[src/rtl/cla_serial_subtractor_if.sv]
// Handshake and operand/result bundle for the nibble-serial CLA subtractor.
// The master issues start with operands; the slave answers with ready/done
// and the registered difference, borrow and signed-overflow flags.
interface cla_serial_subtractor_if #(
    parameter int N = 32
);
    logic         start;
    logic [N-1:0] in1;
    logic [N-1:0] in2;
    logic         ready;
    logic         done;
    logic [N-1:0] diff;
    logic         bout;
    logic         of;

    modport master (
        output start,
        output in1,
        output in2,
        input  ready,
        input  done,
        input  diff,
        input  bout,
        input  of
    );

    modport slave (
        input  start,
        input  in1,
        input  in2,
        output ready,
        output done,
        output diff,
        output bout,
        output of
    );
endinterface

[src/rtl/cla_serial_subtractor.sv]
// Nibble-serial two's-complement subtractor. diff = in1 + ~in2 + 1 is formed
// one 4-bit carry-lookahead slice per clock, LSB nibble first, with the carry
// held in a register between steps. Results are registered and held from the
// done pulse until the next accepted start.

// 4-bit carry-lookahead slice: all four internal carries come straight from
// the generate/propagate terms rather than rippling bit to bit.
module cla4_slice (
    input  logic [3:0] a,
    input  logic [3:0] b,
    input  logic       cin,
    output logic [3:0] sum,
    output logic       cout
);
    logic [3:0] p;
    logic [3:0] g;
    logic [4:0] c;

    genvar gi;
    generate
        for (gi = 0; gi < 4; gi++) begin : g_bit
            assign p[gi]   = a[gi] ^ b[gi];
            assign g[gi]   = a[gi] & b[gi];
            assign sum[gi] = p[gi] ^ c[gi];
        end
    endgenerate

    assign c[0] = cin;
    assign c[1] = g[0] | (p[0] & c[0]);
    assign c[2] = g[1] | (p[1] & g[0]) | (p[1] & p[0] & c[0]);
    assign c[3] = g[2] | (p[2] & g[1]) | (p[2] & p[1] & g[0])
                | (p[2] & p[1] & p[0] & c[0]);
    assign c[4] = g[3] | (p[3] & g[2]) | (p[3] & p[2] & g[1])
                | (p[3] & p[2] & p[1] & g[0])
                | (p[3] & p[2] & p[1] & p[0] & c[0]);

    assign cout = c[4];
endmodule

module cla_serial_subtractor #(
    parameter int N = 32
) (
    input  logic                    clk,
    input  logic                    rst,
    cla_serial_subtractor_if.slave  bus
);
    localparam int M     = N / 4;
    localparam int IDX_W = (M > 1) ? $clog2(M) : 1;

    // Operand width must split into at least two whole nibbles.
    generate
        if ((N % 4) != 0 || N < 8) begin : g_bad_width
            $error("cla_serial_subtractor: N must be a multiple of 4 and >= 8");
        end
    endgenerate

    typedef enum logic [1:0] {
        IDLE = 2'd0,
        RUN  = 2'd1,
        DONE = 2'd2
    } state_t;

    state_t             state_reg;
    state_t             state_next;

    logic [N-1:0]       a_reg;
    logic [N-1:0]       a_next;
    logic [N-1:0]       b_reg;      // holds ~in2 so the slice only ever adds
    logic [N-1:0]       b_next;
    logic [N-1:0]       diff_reg;
    logic [N-1:0]       diff_next;
    logic               carry_reg;
    logic               carry_next;
    logic               bout_reg;
    logic               bout_next;
    logic               of_reg;
    logic               of_next;
    logic [IDX_W-1:0]   idx_reg;
    logic [IDX_W-1:0]   idx_next;

    logic               ready;
    logic               done;
    logic               accept;
    logic               running;
    logic               last_step;

    logic [3:0]         a_nibs [M];
    logic [3:0]         b_nibs [M];
    logic [3:0]         a_nib;
    logic [3:0]         b_nib;
    logic [3:0]         slice_sum;
    logic               slice_cout;
    logic [M-1:0]       nib_wr;

    // Nibble views of the latched operands, selected by the step index.
    genvar gi;
    generate
        for (gi = 0; gi < M; gi++) begin : g_nib
            assign a_nibs[gi] = a_reg[4*gi +: 4];
            assign b_nibs[gi] = b_reg[4*gi +: 4];
            assign nib_wr[gi] = running && (idx_reg == IDX_W'(gi));
            // Each result nibble clears on acceptance, loads on its own step,
            // and otherwise holds.
            assign diff_next[4*gi +: 4] = accept     ? 4'h0 :
                                          nib_wr[gi] ? slice_sum :
                                                       diff_reg[4*gi +: 4];
        end
    endgenerate

    assign a_nib = a_nibs[idx_reg];
    assign b_nib = b_nibs[idx_reg];

    // The single lookahead slice shared by every step.
    cla4_slice u_slice (
        .a    (a_nib),
        .b    (b_nib),
        .cin  (carry_reg),
        .sum  (slice_sum),
        .cout (slice_cout)
    );

    assign running   = (state_reg == RUN);
    assign last_step = running && (idx_reg == IDX_W'(M - 1));
    assign accept    = bus.start && ready;

    // Next state and handshake outputs; DONE accepts a new start just like IDLE.
    always_comb begin
        state_next = state_reg;
        ready      = 1'b0;
        done       = 1'b0;
        case (state_reg)
            IDLE: begin
                ready = 1'b1;
                if (bus.start) begin
                    state_next = RUN;
                end
            end
            RUN: begin
                if (idx_reg == IDX_W'(M - 1)) begin
                    state_next = DONE;
                end
            end
            DONE: begin
                ready = 1'b1;
                done  = 1'b1;
                state_next = bus.start ? RUN : IDLE;
            end
            default: begin
                state_next = IDLE;
            end
        endcase
    end

    // Datapath next values: latch operands on accept, step one nibble in RUN.
    always_comb begin
        a_next     = a_reg;
        b_next     = b_reg;
        carry_next = carry_reg;
        idx_next   = idx_reg;
        bout_next  = bout_reg;
        of_next    = of_reg;
        if (accept) begin
            a_next     = bus.in1;
            b_next     = ~bus.in2;
            carry_next = 1'b1;
            idx_next   = '0;
            bout_next  = 1'b0;
            of_next    = 1'b0;
        end else if (running) begin
            carry_next = slice_cout;
            idx_next   = idx_reg + IDX_W'(1);
            if (last_step) begin
                idx_next  = '0;
                bout_next = ~slice_cout;
                // Operand signs differ (in2 sign is the inverse of b_reg MSB)
                // and the result sign departs from the minuend sign.
                of_next   = (a_reg[N-1] != ~b_reg[N-1]) &&
                            (slice_sum[3] != a_reg[N-1]);
            end
        end
    end

    // State register; reset returns to IDLE without waiting for a clock.
    always_ff @(posedge clk or posedge rst) begin
        if (rst) begin
            state_reg <= IDLE;
        end else begin
            state_reg <= state_next;
        end
    end

    // Operand, carry, index and result registers.
    always_ff @(posedge clk or posedge rst) begin
        if (rst) begin
            a_reg     <= '0;
            b_reg     <= '0;
            carry_reg <= 1'b0;
            idx_reg   <= '0;
            diff_reg  <= '0;
            bout_reg  <= 1'b0;
            of_reg    <= 1'b0;
        end else begin
            a_reg     <= a_next;
            b_reg     <= b_next;
            carry_reg <= carry_next;
            idx_reg   <= idx_next;
            diff_reg  <= diff_next;
            bout_reg  <= bout_next;
            of_reg    <= of_next;
        end
    end

    assign bus.ready = ready;
    assign bus.done  = done;
    assign bus.diff  = diff_reg;
    assign bus.bout  = bout_reg;
    assign bus.of    = of_reg;
endmodule
[src/flat_wrapper.sv]
// flat-port wrapper written by rule: the top's interface ports become plain ports
module cla_serial_subtractor_flat 
#(
    parameter int N = 32
)
  (clk, rst, bus_start, bus_in1, bus_in2, bus_ready, bus_done, bus_diff, bus_bout, bus_of);
  cla_serial_subtractor_if #(.N(N)) bus_i ();
  input  logic clk;
  input  logic rst;
  input wire logic [$bits(bus_i.start)-1:0] bus_start;
  input wire logic [$bits(bus_i.in1)-1:0] bus_in1;
  input wire logic [$bits(bus_i.in2)-1:0] bus_in2;
  output wire logic [$bits(bus_i.ready)-1:0] bus_ready;
  output wire logic [$bits(bus_i.done)-1:0] bus_done;
  output wire logic [$bits(bus_i.diff)-1:0] bus_diff;
  output wire logic [$bits(bus_i.bout)-1:0] bus_bout;
  output wire logic [$bits(bus_i.of)-1:0] bus_of;
  assign bus_i.start = bus_start;
  assign bus_i.in1 = bus_in1;
  assign bus_i.in2 = bus_in2;
  assign bus_ready = bus_i.ready;
  assign bus_done = bus_i.done;
  assign bus_diff = bus_i.diff;
  assign bus_bout = bus_i.bout;
  assign bus_of = bus_i.of;
  cla_serial_subtractor #(.N(N)) u_core (.clk(clk), .rst(rst), .bus(bus_i));
endmodule
[config.mk]
export PLATFORM = sky130hd
export DESIGN_NAME = cla_serial_subtractor_flat
export DESIGN_NICKNAME = d
export VERILOG_FILES = /design/src/rtl/cla_serial_subtractor_if.sv /design/src/rtl/cla_serial_subtractor.sv /design/src/flat_wrapper.sv
export SDC_FILE = /design/constraint.sdc
export NUM_CORES = 1
export LEC_CHECK = 0
export CAP_MARGIN = 20
export CORE_AREA = 3 3 137 86
export DETAILED_ROUTE_END_ITERATION = 12
export DIE_AREA = 0 0 140 89
export PLACE_DENSITY_LB_ADDON = 0.08
export SYNTH_ARGS = -nofsm -noshare
export SYNTH_HDL_FRONTEND = slang
export SYNTH_SLANG_ARGS = --single-unit
[constraint.sdc]
create_clock -name clk -period 3.7 [get_ports clk]
set_input_delay 0.74 -clock clk [delete_from_list [all_inputs] [get_ports clk]]
set_output_delay 0.74 -clock clk [all_outputs]
set_load 0.005 [all_outputs]
==> impl_results.md <==
- CP peak stage delay: between 0.7 and 0.8 ns
- DRT Pass-1 Iters: 4
- Gp weighted congestion: around 0.85
- Initial Util: a little under half
- # DRC: 0
- Worst clock skew: slightly above 0.005 ns
- Initial antenna violation count: 0
- Final setup viols: 0
- Clock Sink Count: ~100
- H-tree depth: 3
- PostCTS Resize Cnt: 0
- Placement-stage cell area: ~0.006 mm2
- IO Pins: about 100
- Largest net degree at the start of global routing: between 80 and 90
- Mean Syn Cell Area: 9.84 um2
- CTS buffer count: 9
- Fill count: roughly 900
- Clock Pin Slew Worst Setup and Hold Paths: roughly 0.07 ns
- Synth Register Bits: roughly 100
- Die width: about 140 um
- Relative slew slack: 50.6%
- Syn_nets: 567
- PD cells: roughly 960 mW/mm2
- Metal-1 WL: 6.20 mm
- Number of setup buffers added after CTS: 0
- Hold Buf Count CTS: 0
- Final hold violation count: 0
- Layout area overhead: 30.2%
- Post-synth EDFFs: 0
- Main synth FF type: dfrtp_1
- FFs w/ async S/R, synth: 100%
- Area of the mapped netlist: about 0.0048 mm2
- Grt total ovfl: 0
- WL/cell: around 17 um
- First-pass GRT wire length: 20.5 mm
- RSZ-0062 raised after global routing: no
- Most frequent cell after synthesis: nand2_1
- Worst-path cell chain: mux4_2 -> nand2_1 -> nand2_1 -> ha_1 -> nand4_1 -> and3_1 -> o211ai_1
- Maximum VDD drop: 675 uV
- Fin nets: between 600 and 700
- Period Utilization, post-route: 79.6%
- Max stage delay cell, worst path: dfrtp_1
- Placed instance count: 708
- Root buf cell: clkbuf_16
- Cell taking the most area after synthesis: dfrtp_1
- Vias in the first global route: 3880
- Routed WL: 12.5 mm
- DRT iter0 DRCs: approximately 200
- FP Rows: 29
- Worst R2R Setup Slack: approximately 0.76 ns
- Status: completed
- CP Data Arrival Time: around 3.2 ns
- Cells after synthesis: a little under 500
- Die Y: slightly below 90 um
- Final Critical Period: around 3 ns
- Post-route setup TNS: 0 ns
- Multi-input gate area: about 0.0020 mm2
- CTS tree: done
- Share of the synthesized area in the top cell type: between 50% and 60%
- Storage element area: ~0.0026 mm2
- Critical Path Fanout Max: 15
- CTS Buffer Depth: 2
- Fin area: between 0.006 and 0.007 mm2
- Max Slew Vio Count: 0
- Met3 WL: a little under 1 mm
- Post-synth top cells: nand2_1, dfrtp_1, a21oi_1
- Worst skew pair latency: 0.35 ns
- Register area share after synthesis: between 50% and 60%
- Share of cells above drive strength 1: between 10% and 20%
- Cell mode on critical path: nand2_1
- Startpoint types: flip-flop
- Core Footprint: 0.0105 mm2
- DP HPWL: 9.07 mm
- WL met2: 5.23 mm
- Area contributors post-synth: dfrtp_1, nand2_1, mux4_2
- Final ANT Viol Nets: 0
- Setup Crit Path Kind: reg -> reg
- Top sig layer: met4
- DR vias/cell: roughly 5.3
- Non-filler instance count after layout: 725
- Maxcap violations: 0
- PortBufs: between 100 and 150
- Distinct cells, synth: 40
- Antenna diodes: 0
- Gr usage total: approximately a fifth
- YS warnings: 0
- Final Util: between 50% and 60%
- Slew @ Worst Pin: approximately 0.74 ns
- Leakage: ~2.8 nW
- Critical Path RT: approximately 4.0 ns
- Vias: just under 4000
- Die area: roughly 0.012 mm2
- Worst Hold Class: reg -> reg
- Crit. End Element: flip-flop
- Fmax: 340 MHz
==> worst max-delay path: cells and delay by family (launching register included) <==
family / cells / cell delay (ns)
fa+ha+maj: 1 / 0.38
flops: 1 / 0.79
simple gates: 4 / 0.94
compound gates: 1 / 0.16
mux: 1 / 0.59
==> cells by family after synthesis <==
family	count (synthesis)	share of synthesized area, %
DFF	104	54.1
AOI/OAI and AO/OA	80	9.47
adders and majority gates	11	3.02
buffers and inverters	36	3.90
xor gates and xnor gates	2	0.520
muxes	17	7.70
and+or+nand+nor	239	21.3
==> layer usage <==
metal | GRT usage [%] | up-vias
met5 | 0 | -
met4 | 3.78 | 0
met3 | 6.52 | 6
met2 | 30.5 | 135
met1 | 32.2 | 1892
li1 | - | 1834
==> area by class of cell <==
type                    instances  share of cell area (%)
multi-input cells             349                    32.4
repair buffers                110                    17.8
clock buffers                  11                    4.04
well taps                     139                    2.78
clock inverters                 5                   0.979
inverters                       7                   0.460
flip-flops and latches        104                    41.6
==> final timing paths <==
check | to | start | depth (start not counted)
worst max-delay path | u_core.bus.of$_DFFE_PP0P_ | u_core.idx_reg[1]$_DFFE_PP0N_ | 7
worst min-delay path | u_core.a_reg[28]$_DFFE_PP0P_ | u_core.a_reg[28]$_DFFE_PP0P_ | 2
worst max register to register | u_core.bus.of$_DFFE_PP0P_ | u_core.idx_reg[1]$_DFFE_PP0N_ | 7
worst min register to register | u_core.a_reg[28]$_DFFE_PP0P_ | u_core.a_reg[28]$_DFFE_PP0P_ | 2
max in group asynchronous | u_core.a_reg[25]$_DFFE_PP0P_ | rst | 4
min in group asynchronous | u_core.bus.diff[30]$_DFFE_PP0P_ | rst | 2
==> power breakdown <==
| part | total [W] | internal, W | switching, W |
|---|---|---|---|
| Clock | 0.000996 | 0.000568 | 0.000428 |
| Combinational | 0.00292 | 0.00129 | 0.00163 |
| Sequential | 0.00207 | 0.00165 | 0.000417 |
==> through the flow <==
step	total power [W]	hold WS [ns]	worst slack, ns
CTS	0.00601	0.482	0.777
global route	0.00643	0.495	0.587
detailed placement	0.00498	0.466	0.781
global placement	0.00488	0.458	0.895
finish	0.00599	0.477	0.756
floorplan	0.00397	0.440	0.228
==> layout by cell type (no fill, tap or decap), types with 3 or more instances in the layout <==
master / n
a211oi_1: 8
a21oi_1: 42
buf_4: 6
clkbuf_16: 9
clkdlybuf4s50_1: 102
dfrtp_1: 104
ha_1: 10
inv_1: 4
inv_6: 3
mux4_2: 16
nand2_1: 156
nand3_1: 14
nand3_2: 3
nand4_1: 10
nor2_1: 37
nor2_2: 3
nor2b_1: 3
nor3_2: 3
o21ai_0: 14
o21ai_1: 7
No activity file was read; power rests on OpenSTA's default activity.
